==> src/rtl/sipo_byte_capture.sv <==
// Serial-in/parallel-out receiver for an MSB-first PISO stream framed by an
// active-low load strobe; holds each completed word and flags aborted words.
module sipo_byte_capture #(
  parameter int WIDTH = 8,
  parameter int CNT_W = 8
) (
  input  logic                       clk1,
  input  logic                       n_clr1,
  input  logic                       ser_in,
  input  logic                       n_load,
  input  logic                       clk_inh,
  output logic [WIDTH-1:0]           shift_q,
  output logic [WIDTH-1:0]           q,
  output logic                       q_valid,
  output logic                       frame_err,
  output logic                       busy,
  output logic [$clog2(WIDTH):0]     bit_cnt,
  output logic [CNT_W-1:0]           word_cnt
);

  localparam int BC_W = $clog2(WIDTH) + 1;
  localparam logic [BC_W-1:0] LAST_BIT = BC_W'(WIDTH - 1);

  localparam logic ST_IDLE  = 1'b0;
  localparam logic ST_SHIFT = 1'b1;

  logic             state;
  logic [WIDTH-1:0] next_shift;

  assign next_shift = {shift_q[WIDTH-2:0], ser_in};
  // state is itself a flop, so busy stays a registered output
  assign busy = (state == ST_SHIFT);

  // NOTE: every register here uses non-blocking assignment so all updates
  // within one edge see the pre-edge values, matching real flip-flops.
  always_ff @(posedge clk1 or negedge n_clr1) begin
    if (!n_clr1) begin
      state     <= ST_IDLE;
      shift_q   <= '0;
      q         <= '0;
      q_valid   <= 1'b0;
      frame_err <= 1'b0;
      bit_cnt   <= '0;
      word_cnt  <= '0;
    end else begin
      // Strobes default low so they last exactly one cycle, including when inhibited
      q_valid   <= 1'b0;
      frame_err <= 1'b0;
      if (!clk_inh) begin
        case (state)
          ST_IDLE: begin
            if (!n_load) begin
              state   <= ST_SHIFT;
              bit_cnt <= '0;
            end
          end
          default: begin
            if (bit_cnt == LAST_BIT) begin
              // Final bit: complete the word; a simultaneous load re-arms without error
              shift_q  <= next_shift;
              q        <= next_shift;
              q_valid  <= 1'b1;
              word_cnt <= word_cnt + CNT_W'(1);
              bit_cnt  <= '0;
              state    <= n_load ? ST_IDLE : ST_SHIFT;
            end else if (!n_load) begin
              frame_err <= 1'b1;
              bit_cnt   <= '0;
            end else begin
              shift_q <= next_shift;
              bit_cnt <= bit_cnt + BC_W'(1);
            end
          end
        endcase
      end
    end
  end

endmodule

==> config.mk <==
export PLATFORM = sky130hd
export DESIGN_NAME = sipo_byte_capture
export DESIGN_NICKNAME = d
export VERILOG_FILES = /design/src/rtl/sipo_byte_capture.sv
export SDC_FILE = /design/constraint.sdc
export NUM_CORES = 1
export LEC_CHECK = 0
export CORE_ASPECT_RATIO = 0.6
export CORE_MARGIN = 1
export CORE_UTILIZATION = 50
export DETAILED_ROUTE_END_ITERATION = 7
export HOLD_SLACK_MARGIN = 0.03
export PLACE_DENSITY_LB_ADDON = 0.2
export SYNTH_ARGS = -nofsm -noshare
export SYNTH_HDL_FRONTEND = slang
export SYNTH_SLANG_ARGS = --single-unit
==> constraint.sdc <==
create_clock -name clk1 -period 4.3 [get_ports clk1]
set_clock_uncertainty 0.2 [all_clocks]
set_input_delay 0.86 -clock clk1 [delete_from_list [all_inputs] [get_ports clk1]]
set_output_delay 0.86 -clock clk1 [all_outputs]
set_load 0.05 [all_outputs]
==> impl_metrics.ini, run 1 <==
[status]
status = finished clean

[grt]
grt_pass1_wl_mm = 4.347
grt_antenna_before_repair = 0
grt_pass1_vias = 889
grt-ovfl-total = 0
track_usage = 0.2301
grt_max_degree = 32

[yosys]
synth_cells = 99
synthMostInstantiatedCell = dfrtp_1
ys.flop_type = dfrtp_1
netlist_area_um2 = 1324
ys_types = 28
yosys.area.top_type = dfrtp_1
synth.area.top_cells = dfrtp_1 59%, mux2_2 15%, xor2_1 3.3%
ys_seq_elements = 31
synth_nets = 106
synth-edff-count = 0
synth_warnings = 0
yosys-top-cells-count = 31 x dfrtp_1, 18 x mux2_2, 5 x xor2_1
yosysSeqAreaShare = 0.5860
synth_top_area_share = 0.5860
synth_area_per_cell_um2 = 13.37
async_reset_ff_frac = 1.000

[setup_path]
r2r_slack_ps = 1870
cp.required_ps = 4260
rr_endpoint = q[1]$_DFFE_PN0P_
cpPeakStageDelay_ps = 740
crit_slowest_cell = nor2_1
crit_path_end_kind = flip-flop
cp_cell_sequence = clkdlybuf4s50_1 -> nand2b_1 -> nor2_1 -> mux2_2
cp_top_family = simple AND/OR/NAND/NOR gates
critPathBufInv = 1
path_max_fanout = 11
worst_ep_arrival_time_ps = 2840
worstRegToRegCells = 4
reg2reg_from = bit_cnt[0]$_DFFE_PN0P_
setup.worst_path.start_class = primary input
path_class = primary input to flip-flop

[detailed_routing]
antenna_left = 0
routed_wl_mm = 2.739
post_drt_wl_per_cell_um = 16.02
remaining_drc_errors = 0
first_pass_iters = 4
dr_total_vias = 928
drt_iter0_markers = 62
avgViaCountPerCell = 5.427

[placed_design]
pre_cts_ws_ps = 1121
dpl.hpwl_mm = 1.959
portBuffers = 35
globalplace.congestion = 0.8511

[die]
fp.dieH_um = 41.86
num_io_pins = 36
initial_core_util = 0.5285
die_x_um = 68.43
core_area_um2 = 2505
rows = 14
dieArea_um2 = 2864

[sta]
post-route-min-period_ps = 2874
relSlewSlack = 0.3813
post-route-period-util = 0.6684
setup_viol = 0
fin_setup_tns_ps = 0
fmaxAchievable_mhz = 347.9
hold_slack_ps = 273.3
finalHoldViolations = 0
max_slew.worst_pin.slew_ps = 924.6
drv_slew = 0
setup_ws_ps = 1426
rsz0062_at_grt = false

[power_and_ir_drop]
pwr_density_cell_nw_per_um2 = 620.3
max-vdd-ir-drop_uv = 318.6
power_w = 0.001112
p_leak_nw = 0.8090

[clock_network]
cts_setup_buffers = 0
cts_tree = built
path_clk_slew_ps = 60
numCtsBuffers = 5
h-tree-depth = 2
cts_root_buf = clkbuf_8
cts_buffer_depth = 2
cts_resized = 0
worstSkewPairLatency_ps = 280
holdBufCountCts = 0
cts_sinks = 31

[layout]
fin_nets = 145
final_util = 0.7158
area_delta_synth_final_pct = 35.44
num_antenna_cells = 0
drive_gt1_frac = 0.1942

[min_path]
hold_class = flip-flop to flip-flop
holdCritStartpoint = word_cnt[7]$_DFFE_PN0P_
whs_endpoint = word_cnt[7]$_DFFE_PN0P_
hold-path-cell-count = 1

[flow_run]
max-cap-violations = 0
-- cells by family after synthesis --
kind of cell / share of synthesized area
compound gates: 0.05011
xor+xnor: 0.04631
fa+ha+maj: 0.01890
buf+inv: 0.02457
flops: 0.5860
mux: 0.1531
simple gates: 0.1210
-- final cells by class --
| cell class | count | area [um^2] |
|---|---|---|
| fillers | 178 | 711.9 |
| multi-input cells | 63 | 515.5 |
| flip-flops and latches | 31 | 775.7 |
| inverters | 1 | 3.754 |
| clock buffers | 8 | 100.1 |
| repair buffers | 36 | 357.8 |
| well taps | 32 | 40.04 |
-- flip-flops by register name, indices dropped and copies added, names as in the netlist --
signal	count
q	8
shift_q	8
word_cnt	8
bit_cnt	4
busy	1
frame_err	1
q_valid	1
-- layer usage --
layer  global-route usage  up-vias  routed length [um]
met5                    0        -                   0
met4               0.1250        0                  57
met3              0.09341        8                 176
met2               0.3157       29                1238
li1                     -      432                   -
met1               0.3077      459                1266
-- layout by cell type, fill, tap and decap left out, drive strengths merged --
cell and count:
nor2 3, a31oi 1, and2 1, and2b 1
xor2 5, nor3 3, ha 2, clkdlybuf4s50 35
xnor2 2, mux2 18, o31ai 1, nand4b 2
buf 1, nand3 4, dfrtp 31, a22o 2
o21ai 3, nand2b 3, and3b 1, nand3b 2
clkbuf 8, nor4 2, o41ai 1, nand2 4
nand4 2, inv 1
-- through the flow --
| stage | instances | area [um^2] |
|---|---|---|
| 2_1_floorplan | 99 | 1324 |
| 3_3_place_gp | 163 | 1693 |
| 3_5_place_dp | 163 | 1693 |
| 4_1_cts | 171 | 1793 |
| 5_1_grt | 171 | 1793 |
| 6_report | 171 | 1793 |
-- how the worst max path moves through the flow --
stage | endpoint | cells past startpoint | slack, ps | startpoint
final | q[1]$_DFFE_PN0P_ | 4 | 1430 | clk_inh
after global routing | q[1]$_DFFE_PN0P_ | 4 | 1320 | clk_inh
after CTS | q[2]$_DFFE_PN0P_ | 4 | 1420 | clk_inh
after detailed placement | q[1]$_DFFE_PN0P_ | 4 | 1120 | clk_inh
after global placement | q[7]$_DFFE_PN0P_ | 4 | 1220 | clk_inh
after floorplan | q[0]$_DFFE_PN0P_ | 5 | 2180 | bit_cnt[0]$_DFFE_PN0P_
-- power breakdown --
part / internal [W] / total [W] / switching (W)
combinational: 0.000161 / 0.000448 / 0.000287
sequential: 0.000354 / 0.000413 / 0.0000588
clock: 0.000146 / 0.000251 / 0.000105
total: 0.000661 / 0.00111 / 0.000451
(Power assumes the default switching activity.)
==> run 2: changes to the inputs <==
Settings changed: CORE_UTILIZATION 50 to 42.
Clock period 4.3 ns to 2.5 ns, I/O delays scaled along.
==> run 2 against run 1 <==
Final cell count is 7.0% higher. Hold slack worse by 4.3 ps. Sequential cell count did not move. Count of clock-buffer cells in the layout fell by 2. Clock power is 100% higher. Design area increased by 2.5%. Worst setup slack worse by 1200 ps. Sequential share of layout area down 1.1 points. Critical path depth down 3. Register-to-register slack got worse by 1300 ps. Combinational power grew 71%. Routed wire length fell by 4.9%.
==> impl_metrics.ini, run 2 (same netlist as run 1, synthesis figures left out) <==
[status]
status = finished clean

[setup_path]
path_class = flip-flop to primary output
r2r_slack_ps = 530
cp.required_ps = 1800
critPathBufInv = 1
cp_cell_sequence = clkdlybuf4s50_1
cpPeakStageDelay_ps = 850
rr_endpoint = shift_q[6]$_DFFE_PN0P_
worst_ep_arrival_time_ps = 1610
path_max_fanout = 9
cp_top_family = buffers and inverters
crit_slowest_cell = clkdlybuf4s50_1
crit_path_end_kind = primary output
reg2reg_from = bit_cnt[0]$_DFFE_PN0P_
worstRegToRegCells = 4
setup.worst_path.start_class = flip-flop

[power_and_ir_drop]
pwr_density_cell_nw_per_um2 = 1078
p_leak_nw = 0.8289
max-vdd-ir-drop_uv = 643.5

[min_path]
whs_endpoint = word_cnt[7]$_DFFE_PN0P_
hold-path-cell-count = 1
holdCritStartpoint = word_cnt[7]$_DFFE_PN0P_
hold_class = flip-flop to flip-flop

[detailed_routing]
avgViaCountPerCell = 5.044
drt_iter0_markers = 35
remaining_drc_errors = 0
routed_wl_mm = 2.605
dr_total_vias = 923
first_pass_iters = 4
post_drt_wl_per_cell_um = 14.23
antenna_left = 0

[clock_network]
cts_buffer_depth = 2
cts_setup_buffers = 0
cts_sinks = 31
h-tree-depth = 2
cts_root_buf = clkbuf_8
numCtsBuffers = 5
cts_resized = 0
cts_tree = built
holdBufCountCts = 0
path_clk_slew_ps = 70
worstSkewPairLatency_ps = 280

[sta]
setup_viol = 0
max_slew.worst_pin.slew_ps = 505.9
setup_ws_ps = 189.8
rsz0062_at_grt = false
post-route-min-period_ps = 2310
finalHoldViolations = 0
relSlewSlack = 0.6617
drv_slew = 0
fin_setup_tns_ps = 0
fmaxAchievable_mhz = 432.9
post-route-period-util = 0.9241

[layout]
fin_nets = 147
final_cell_mix = 35 x clkdlybuf4s50_1, 31 x dfrtp_1, 18 x mux2_2
final_common_cell = clkdlybuf4s50_1
top_regs = q x8, shift_q x8, word_cnt x8
num_antenna_cells = 0
drive_gt1_frac = 0.2128
area_delta_synth_final_pct = 38.85
final_util = 0.6278

[die]
rows = 15
num_io_pins = 36
die_x_um = 74.48
fp.dieH_um = 45.49
initial_core_util = 0.4521
core_area_um2 = 2928
dieArea_um2 = 3388

[grt]
grt_antenna_before_repair = 0
grt_pass1_vias = 790
grt-ovfl-total = 0
grt_pass1_wl_mm = 4.112
track_usage = 0.1728
grt_max_degree = 32

[placed_design]
dpl.hpwl_mm = 1.790
pre_cts_ws_ps = 268.2
globalplace.congestion = 0.7106
portBuffers = 35

[flow_run]
max-cap-violations = 0
==> run 2: area by class of cell <==
class,count,area [um^2]
clock inverter,2,35.03
fill,238,1090
inverter,1,3.754
clock buffer,6,82.58
multi-input combinational,63,515.5
sequential,31,775.7
tap,42,52.55
timing repair buffer,38,372.9
==> run 2: metal layers <==
layer / up-vias / track usage / part of all wire
met4: 0 / 0.05660 / 0
li1: 434 / - / -
met5: - / 0 / 0
met2: 26 / 0.2234 / 0.44
met3: 0 / 0.06195 / 0.044
met1: 463 / 0.2627 / 0.51
==> run 2: through the flow <==
stage	hold slack [ps]	cell area, um^2	cells	total power [W]
floorplan	4.409	1324	99	0.001208
global placement	257.6	1720	175	0.001469
detailed placement	259.9	1720	175	0.001485
CTS	272.0	1838	183	0.001996
global route	295.2	1838	183	0.002068
finish	269.0	1838	183	0.001981
==> run 2: worst max-delay path by stage <==
stage / slack [ps] / start / cells past startpoint / endpoint
after floorplan: 380 / bit_cnt[0]$_DFFE_PN0P_ / 5 / q[0]$_DFFE_PN0P_
after global placement: 310 / clk_inh / 5 / q[0]$_DFFE_PN0P_
after detailed placement: 270 / clk_inh / 5 / shift_q[7]$_DFFE_PN0P_
after CTS: 190 / busy$_DFFE_PN0N_ / 1 / busy
after global routing: 130 / busy$_DFFE_PN0N_ / 1 / busy
final: 190 / busy$_DFFE_PN0N_ / 1 / busy
==> run 2: power breakdown <==
group          internal, W  switching (W)  total [W]  leakage, nW
sequential        0.000609       0.000102   0.000711        0.402
clock             0.000322       0.000182   0.000504       0.0612
combinational     0.000279       0.000487   0.000766        0.366
==> run 3: changes to the inputs <==
Settings changed: SETUP_SLACK_MARGIN from default to 0.15.
==> run 3 against run 2 <==
Sequential power barely moved. Sequential share of layout area fell by 0.058 points. Combinational power barely moved. Non-clock buffer count did not move. Critical endpoint is now bit_cnt[2]. Count of clock-buffer cells in the layout did not move.
==> impl_metrics.ini, run 3 (same netlist as run 1, synthesis figures left out) <==
[status]
status = finished clean

[sta]
fin_setup_tns_ps = 0
post-route-period-util = 0.9077
post-route-min-period_ps = 2269
drv_slew = 0
fmaxAchievable_mhz = 440.7
setup_viol = 0
max_slew.worst_pin.slew_ps = 510.0
rsz0062_at_grt = false
relSlewSlack = 0.6589
finalHoldViolations = 0
hold_slack_ps = 269.7

[detailed_routing]
antenna_left = 0
remaining_drc_errors = 0
avgViaCountPerCell = 5.022
dr_total_vias = 919
first_pass_iters = 4
post_drt_wl_per_cell_um = 14.34
drt_iter0_markers = 33
routed_wl_mm = 2.625

[die]
num_io_pins = 36
initial_core_util = 0.4521
dieArea_um2 = 3388
die_x_um = 74.48
core_area_um2 = 2928
rows = 15
fp.dieH_um = 45.49

[layout]
num_antenna_cells = 0
drive_gt1_frac = 0.2128
final_common_cell = clkdlybuf4s50_1
top_regs = q x8, shift_q x8, word_cnt x8
area_delta_synth_final_pct = 39.04
stdcell_count = 183
multi_input_area_um2 = 515.5
final_cell_area_um2 = 1841
nFillCells = 238
final_cell_mix = 34 x clkdlybuf4s50_1, 31 x dfrtp_1, 18 x mux2_2
seqCellArea_um2 = 775.7
fin_nets = 147
final_util = 0.6286

[placed_design]
globalplace.congestion = 0.7106
dpl.hpwl_mm = 1.790
dp.cells = 175
portBuffers = 35
place_area_um2 = 1720

[clock_network]
cts_sinks = 31
cts_setup_buffers = 0
cts_tree = built
numCtsBuffers = 5
cts_buffer_depth = 2
worstSkewPairLatency_ps = 280
path_clk_slew_ps = 70
cts_root_buf = clkbuf_8
holdBufCountCts = 0
h-tree-depth = 2

[flow_run]
max-cap-violations = 0

[setup_path]
critPathBufInv = 1
cp.required_ps = 1800
cpPeakStageDelay_ps = 850
path_max_fanout = 8
setup.worst_path.start_class = flip-flop
cp_top_family = buffers and inverters
crit_path_end_kind = primary output
worst_ep_arrival_time_ps = 1570
cp_cell_sequence = clkdlybuf4s50_1
path_class = flip-flop to primary output
crit_slowest_cell = clkdlybuf4s50_1

[min_path]
hold_class = flip-flop to flip-flop

[grt]
grt_pass1_wl_mm = 4.112
grt_pass1_vias = 790
grt-ovfl-total = 0
grt_antenna_before_repair = 0
grt_max_degree = 32
track_usage = 0.1728

[power_and_ir_drop]
pwr_density_cell_nw_per_um2 = 1077
p_leak_nw = 0.8288
max-vdd-ir-drop_uv = 643.4
run 3: final cells by class:
cell class / count / share of cell area
clock buffer: 6 / 0.04487
inverter: 1 / 0.002039
tap: 42 / 0.02855
clock inverter: 2 / 0.01903
timing repair buffer: 38 / 0.2039
multi-input combinational: 63 / 0.2801
sequential: 31 / 0.4215
run 3: worst paths after layout:
| path | start | endpoint | slack (ps) | cells after the start |
|---|---|---|---|---|
| worst max-delay path | bit_cnt[2]$_DFFE_PN0P_ | bit_cnt[2] | 230 | 1 |
| worst min register to register | word_cnt[7]$_DFFE_PN0P_ | word_cnt[7]$_DFFE_PN0P_ | 270 | 1 |
| worst max register to register | bit_cnt[0]$_DFFE_PN0P_ | shift_q[1]$_DFFE_PN0P_ | 540 | 4 |
| min in group asynchronous | n_clr1 | q_valid$_DFF_PN0_ | 420 | 2 |
| max in group asynchronous | n_clr1 | bit_cnt[2]$_DFFE_PN0P_ | 1390 | 2 |
| worst min-delay path | word_cnt[7]$_DFFE_PN0P_ | word_cnt[7]$_DFFE_PN0P_ | 270 | 1 |
run 3: report_power, final:
group	total (W)	switching, W	internal (W)	leakage, nW
sequential	0.000710	0.000102	0.000609	0.402
combinational	0.000766	0.000487	0.000279	0.366
clock	0.000506	0.000184	0.000322	0.0612
total	0.00198	0.000773	0.00121	0.829
run 3: metal layers:
metal | share of wire | vias up | wire, um | track usage
li1 | - | 433 | - | -
met1 | 0.50 | 458 | 1309 | 0.2627
met2 | 0.44 | 26 | 1163 | 0.2234
met3 | 0.050 | 2 | 131 | 0.06195
met4 | 0.0080 | 0 | 21 | 0.05660
met5 | 0 | - | 0 | 0
run 3: timing repair:
item | 4_1_cts | 5_1_grt
resized for setup | 0 | 1
endpoints found under the setup margin | 0 | 1
endpoints found under the hold margin | 0 | 0
run 3: per-stage QoR:
step | total power (W) | setup WS [ps]
after floorplan | 0.001208 | 384.9
after global placement | 0.001469 | 306.4
after detailed placement | 0.001485 | 268.2
after CTS | 0.001996 | 185.4
after global routing | 0.002068 | 172.7
final | 0.001983 | 230.9
